**src/rtl/fip_32_pkg.sv**
```systemverilog
// ============================================================================
// Module   : fip_32_pkg
// Brief    : Shared Q16.16 types and constants for the fip_32 add/sub block.
// Revision : 1.0
// ============================================================================
`default_nettype none

package fip_32_pkg;

  typedef logic signed [31:0] fip32_t;

  typedef enum logic {
    FIP_ADD = 1'b0,
    FIP_SUB = 1'b1
  } fip_op_e;

  localparam fip32_t FIP_MAX   = 32'sh7FFFFFFF;
  localparam fip32_t FIP_MIN   = 32'sh80000000;
  localparam int     INT_SHIFT = 16;

endpackage

`default_nettype wire

```
**src/rtl/fip_32_rr_arbiter.sv**
```systemverilog
// ============================================================================
// Module   : fip_32_rr_arbiter
// Brief    : Round-robin priority search; the pointer moves past the winner
//            only when the grant is actually accepted.
// Revision : 1.0
// ============================================================================
`default_nettype none

module fip_32_rr_arbiter #(
  parameter int NUM_REQ = 4,
  parameter int ID_W    = $clog2(NUM_REQ)
) (
  input  logic               clk,
  input  logic               reset,
  input  logic [NUM_REQ-1:0] req,
  input  logic               advance,
  output logic [NUM_REQ-1:0] grant,
  output logic [ID_W-1:0]    grant_idx,
  output logic               grant_valid
);

  logic [ID_W-1:0] ptr_q, ptr_d;
  logic [ID_W:0]   w_sum;
  logic [ID_W-1:0] w_cand;

  always_comb begin
    grant_idx   = '0;
    grant_valid = 1'b0;
    w_sum       = '0;
    w_cand      = '0;
    for (int i = 0; i < NUM_REQ; i++) begin
      // Candidate index wraps NUM_REQ-1 -> 0, also for non power-of-two counts
      w_sum = {1'b0, ptr_q} + (ID_W+1)'(i);
      if (w_sum >= (ID_W+1)'(NUM_REQ)) begin
        w_sum = w_sum - (ID_W+1)'(NUM_REQ);
      end
      w_cand = w_sum[ID_W-1:0];
      if (!grant_valid && req[w_cand]) begin
        grant_valid = 1'b1;
        grant_idx   = w_cand;
      end
    end
  end

  always_comb begin
    grant = '0;
    if (grant_valid) begin
      grant[grant_idx] = 1'b1;
    end
  end

  always_comb begin
    ptr_d = ptr_q;
    if (advance) begin
      ptr_d = (grant_idx == ID_W'(NUM_REQ - 1)) ? '0 : grant_idx + 1'b1;
    end
  end

  always_ff @(posedge clk) begin
    if (reset) begin
      ptr_q <= '0;
    end else begin
      ptr_q <= ptr_d;
    end
  end

endmodule

`default_nettype wire

```
**src/rtl/fip_32_addsub_arbiter.sv**
```systemverilog
// ============================================================================
// Module   : fip_32_addsub_arbiter
// Brief    : Shares one two-stage Q16.16 add/sub pipeline among NUM_REQ
//            requesters with a tagged, backpressured response stream.
//            Build option: FIP_ADDSUB_SATURATE_EN clamps overflowed results.
// Revision : 1.0
// ============================================================================
`default_nettype none

module fip_32_addsub_arbiter
  import fip_32_pkg::*;
#(
  parameter int NUM_REQ   = 4,
  parameter int ID_W      = $clog2(NUM_REQ),
  parameter int INT_SHIFT = 16
) (
  input  logic                  clk,
  input  logic                  reset,
  input  logic [NUM_REQ-1:0]    req_valid,
  output logic [NUM_REQ-1:0]    req_ready,
  input  logic [NUM_REQ-1:0]    req_op,
  input  logic [NUM_REQ*32-1:0] req_x,
  input  logic [NUM_REQ*32-1:0] req_y,
  output logic                  resp_valid,
  input  logic                  resp_ready,
  output logic [ID_W-1:0]       resp_id,
  output logic [31:0]           resp_data,
  output logic                  resp_overflow,
  output logic                  busy
);

  // The arithmetic is format-agnostic; INT_SHIFT only documents the Q point.
  if (INT_SHIFT < 0 || INT_SHIFT > 31) begin : g_bad_int_shift
    logic unused_shift_cfg;
    assign unused_shift_cfg = 1'b0;
  end

  logic [NUM_REQ-1:0] w_grant;
  logic [ID_W-1:0]    w_grant_idx;
  logic               w_grant_valid;
  logic               w_s1_can_load;
  logic               w_s2_load;
  logic               w_accept;

  logic               s1_valid_q, s1_valid_d;
  fip_op_e            s1_op_q, s1_op_d;
  logic [31:0]        s1_x_q, s1_x_d;
  logic [31:0]        s1_y_q, s1_y_d;
  logic [ID_W-1:0]    s1_id_q, s1_id_d;

  logic               s2_valid_q, s2_valid_d;
  logic [ID_W-1:0]    s2_id_q, s2_id_d;
  logic [31:0]        s2_data_q, s2_data_d;
  logic               s2_ovf_q, s2_ovf_d;

  logic [31:0]        w_sum;
  logic               w_ovf;
  logic [31:0]        w_res;

  fip_32_rr_arbiter #(
    .NUM_REQ (NUM_REQ),
    .ID_W    (ID_W)
  ) u_arb (
    .clk         (clk),
    .reset       (reset),
    .req         (req_valid),
    .advance     (w_accept),
    .grant       (w_grant),
    .grant_idx   (w_grant_idx),
    .grant_valid (w_grant_valid)
  );

  // s2 frees when popped; s1 frees when it moves into s2, all in one cycle
  assign w_s2_load     = s1_valid_q && (!s2_valid_q || resp_ready);
  assign w_s1_can_load = !s1_valid_q || w_s2_load;
  assign w_accept      = w_grant_valid && w_s1_can_load && !reset;
  assign req_ready     = w_grant & {NUM_REQ{w_s1_can_load && !reset}};

  always_comb begin
    s1_valid_d = s1_valid_q;
    s1_op_d    = s1_op_q;
    s1_x_d     = s1_x_q;
    s1_y_d     = s1_y_q;
    s1_id_d    = s1_id_q;
    if (w_accept) begin
      s1_valid_d = 1'b1;
      s1_op_d    = fip_op_e'(req_op[w_grant_idx]);
      s1_x_d     = req_x[32*w_grant_idx +: 32];
      s1_y_d     = req_y[32*w_grant_idx +: 32];
      s1_id_d    = w_grant_idx;
    end else if (w_s2_load) begin
      s1_valid_d = 1'b0;
    end
  end

  always_comb begin
    w_sum = (s1_op_q == FIP_SUB) ? s1_x_q - s1_y_q : s1_x_q + s1_y_q;
    if (s1_op_q == FIP_SUB) begin
      w_ovf = (s1_x_q[31] != s1_y_q[31]) && (w_sum[31] != s1_x_q[31]);
    end else begin
      w_ovf = (s1_x_q[31] == s1_y_q[31]) && (w_sum[31] != s1_x_q[31]);
    end
    w_res = w_sum;
`ifdef FIP_ADDSUB_SATURATE_EN
    // Sign of x is the sign of the true (unwrapped) result on overflow
    if (w_ovf) begin
      w_res = s1_x_q[31] ? FIP_MIN : FIP_MAX;
    end
`endif
  end

  always_comb begin
    s2_valid_d = s2_valid_q;
    s2_id_d    = s2_id_q;
    s2_data_d  = s2_data_q;
    s2_ovf_d   = s2_ovf_q;
    if (w_s2_load) begin
      s2_valid_d = 1'b1;
      s2_id_d    = s1_id_q;
      s2_data_d  = w_res;
      s2_ovf_d   = w_ovf;
    end else if (resp_ready) begin
      s2_valid_d = 1'b0;
    end
  end

  always_ff @(posedge clk) begin
    if (reset) begin
      s1_valid_q <= 1'b0;
      s1_op_q    <= FIP_ADD;
      s1_x_q     <= '0;
      s1_y_q     <= '0;
      s1_id_q    <= '0;
      s2_valid_q <= 1'b0;
      s2_id_q    <= '0;
      s2_data_q  <= '0;
      s2_ovf_q   <= 1'b0;
    end else begin
      s1_valid_q <= s1_valid_d;
      s1_op_q    <= s1_op_d;
      s1_x_q     <= s1_x_d;
      s1_y_q     <= s1_y_d;
      s1_id_q    <= s1_id_d;
      s2_valid_q <= s2_valid_d;
      s2_id_q    <= s2_id_d;
      s2_data_q  <= s2_data_d;
      s2_ovf_q   <= s2_ovf_d;
    end
  end

  assign resp_valid    = s2_valid_q;
  assign resp_id       = s2_id_q;
  assign resp_data     = s2_data_q;
  assign resp_overflow = s2_ovf_q;
  assign busy          = s1_valid_q | s2_valid_q;

endmodule

`default_nettype wire

```
**config.mk**
```make
export PLATFORM = sky130hd
export DESIGN_NAME = fip_32_addsub_arbiter
export DESIGN_NICKNAME = d
export VERILOG_FILES = /design/src/rtl/fip_32_pkg.sv /design/src/rtl/fip_32_rr_arbiter.sv /design/src/rtl/fip_32_addsub_arbiter.sv
export SDC_FILE = /design/constraint.sdc
export NUM_CORES = 1
export LEC_CHECK = 0
export BUFFER_PORTS_ARGS = -buffer_cell sky130_fd_sc_hd__buf_2
export CAP_MARGIN = 20
export CELL_PAD_IN_SITES_DETAIL_PLACEMENT = 1
export CELL_PAD_IN_SITES_GLOBAL_PLACEMENT = 1
export CORE_MARGIN = 5
export CORE_UTILIZATION = 34
export CTS_CLUSTER_DIAMETER = 200
export CTS_CLUSTER_SIZE = 30
export DETAILED_ROUTE_END_ITERATION = 16
export GPL_TIMING_DRIVEN = 0
export PLACE_DENSITY = 0.89
export SETUP_SLACK_MARGIN = 0.2
export SYNTH_ARGS = -nofsm -noshare
export SYNTH_HDL_FRONTEND = slang
export SYNTH_SLANG_ARGS = --single-unit
```
**constraint.sdc**
```tcl
create_clock -name clk -period 5.08 [get_ports clk]
set_input_delay 1.016 -clock clk [delete_from_list [all_inputs] [get_ports clk]]
set_output_delay 1.016 -clock clk [all_outputs]
set_load 0.01 [all_outputs]
```
==> impl_metrics.toml <==
[grt]
grt_use_met1 = 0.315
grt_usage = 0.261
use_met3 = 0.0423
met2_usage = 0.466
antenna_found_initial = 1
gr-max-usage-layer = "met2"
grt_max_degree = 20
grt_remaining_overflow = 0
grt_pass1_wl_mm = 54.9
grt_pass1_vias = 10400

[power_and_ir_drop]
seq_power_share = 0.283
ir_drop_mv = 0.183
p_leak_nw = 4.78
p_clk_frac = 0.181
p_comb_frac = 0.536
power_density_nw_per_um2 = 403
switching_share = 0.454
intPower_w = 0.00224
p_sw_w = 0.00186

[place]
place_hpwl_mm = 29.8
io_buffers = 307
dpl.cell_count = 1848
place_area_um2 = 9840
globalplace.congestion = 0.933

[timing]
finalCritPeriodShare = 0.925
final-max-slew-violation-count = 0
rsz0062_at_grt = "true"
slew_headroom = 0.471
worst_pin_slew_ns = 0.793
finalHoldViolCount = 0
fmax_mhz = 213
tns_ns = 0
fin_worst_skew_ns = 0.0120
setup_viol = 0
final.min_clock_period_ns = 4.70

[yosys]
synth.area.top_cells = "dfxtp_1, nand2_1, nor2_1"
seq_area_frac_synth = 0.268
synth_top_area_cell = "dfxtp_1"
synth_most_common_cell = "nand2_1"
yosysWarnings = 0
synth_common_cells = "nand2_1, nor2_1, nand3_1, dfxtp_1, o21ai_0"
synth_top_area_share = 0.268
synthArstFlopShare = 0
dominantRegCellSynth = "dfxtp_1"
syn_area_per_cell_um2 = 6.45
synth-edff-count = 0
ys_ff_latch = 106
netlist-cell-type-count = 57
synth_cells = 1228
syn_area_um2 = 7920
syn-num-nets = 1532

[worst_setup_path]
path_max_fanout = 7
worstPathArrival_ns = 4.99
start_kind = "flip-flop"
crit_type = "flip-flop to flip-flop"
reg2reg_depth = 17
required_ns = 5.37
endpoint_kind = "flip-flop"

[job]
maxCapViolations = 0

[finish]
multi_input_area_um2 = 5430
final_area_um2 = 10200
drive_above_1_share = 0.221
area_delta_synth_final_pct = 28.8
fillCellCount = 3127
nNetsFinal = 1849
final_cells = 1864
ff_latch_area_um2 = 2120

[clock_tree]
root_buffer = "clkbuf_16"
cts_tree = "built"
clkTransAtPathRegs_ns = 0.08
clockBufferDepth = 2
clk_latency_ns = 0.37
numCtsBuffers = 9
htree_levels = 3
clock_sinks = 106

[route]
drt_iter0_markers = 519
viasPerCell = 5.38
routedWlPerCell_um = 19.3
vias = 10000
routed_wl_mm = 36.0
drtAntennaViolNets = 0
drtPass1Iterations = 5
remaining_drc_errors = 0

[hold_path]
hp-class = "flip-flop to flip-flop"
hold_path_depth = 2

[floorplanning]
initial_core_util = 0.348
die_w_um = 163
fp-row-count = 55
die_h_um = 163
core_region_area_um2 = 22800
ios = 308
die_area_um2 = 26400

[run_status]
outcome = "complete, no violations"
-- cells by family after synthesis --
kind of cell    Yosys count  share of synthesized area
simple gates            641                      0.352
compound gates          279                      0.203
buf+inv                 106                     0.0504
flops                   106                      0.268
xor+xnor                 56                     0.0629
fa+ha+maj                37                     0.0594
mux                       3                    0.00379
-- worst max-delay path: stages, from the launching register on --
cell and delay [ns]:
dfxtp_1 0.39, or4_4 0.61, nor4b_4 0.42, nand2_1 0.23, nor3_4 0.34, nor2_1 0.10
xnor2_1 0.19, ha_1 0.26, clkbuf_1 0.22, a21oi_2 0.24, nand2b_1 0.08, o211ai_1 0.31
a2bb2oi_1 0.21, o21ai_1 0.16, o41ai_1 0.34, xnor2_1 0.21, nand2_1 0.14, a21oi_1 0.18
-- cells in the final DEF, fill, tap and decap left out, types with 36 or more instances in the layout --
master	n
dfxtp_1	106
buf_2	308
ha_1	36
xnor2_1	45
o21ai_0	101
nand3_1	119
nor2_1	220
nand2_1	226
a21oi_1	80
clkbuf_1	72
-- power groups by stage --
stage / Clock [W] / Sequential, W / Combinational (W)
CTS: 0.000754 / 0.00116 / 0.00218
finish: 0.000743 / 0.00116 / 0.00220
global route: 0.000783 / 0.00119 / 0.00243
floorplan: 0 / 0.00116 / 0.00142
global placement: 0 / 0.00117 / 0.00208
detailed placement: 0 / 0.00118 / 0.00215
-- layer usage --
metal / wire [um] / vias up
met5: 0 / -
met4: 1380 / 0
met3: 1690 / 70
met2: 18100 / 296
met1: 14900 / 4824
li1: - / 4839
-- registers in the layout, summed over array words and instances (netlist names) --
register	count
resp_overflow	1
s1_valid_q	1
s1_x_q	32
s1_y_q	32
resp_valid	1
s1_id_q	2
resp_data	32
s1_op_q	1
resp_id	2
u_arb.ptr_q	2
-- worst paths after layout --
kind	start	to	slack, ns
worst max-delay path	s1_y_q[2]	resp_data[29]	0.38
worst min-delay path	resp_data[6]	resp_data[6]	0.45
worst max register to register	s1_y_q[2]	resp_data[29]	0.38
worst min register to register	resp_data[6]	resp_data[6]	0.45
-- timing repair --
item | in CTS | in global routing
buffers inserted | 0 | 0
setup endpoints to repair | 5 | 8
gates resized for setup | 3 | 6
hold buffers | 0 | 0
-- through the flow --
stage / worst slack, ns / hold WS, ns / util / total power, W
final: 0.382 / 0.449 / 0.448 / 0.00411
after global routing: 0.150 / 0.473 / 0.448 / 0.00440
after CTS: 0.249 / 0.455 / 0.446 / 0.00409
after detailed placement: 0.0969 / 0.445 / 0.432 / 0.00333
after global placement: 0.211 / 0.438 / 0.432 / 0.00325
after floorplan: 0.945 / 0.432 / - / 0.00258
-- final cells by class --
cell class,instances,area share
tap,313,0.0384
antenna,1,0.000245
sequential,106,0.208
timing repair buffer,307,0.151
multi-input combinational,1016,0.533
clock inverter,7,0.00822
clock buffer,9,0.0221
inverter,20,0.00736
buffer,85,0.0318
Note: power is estimated with default switching activity, not from simulation.
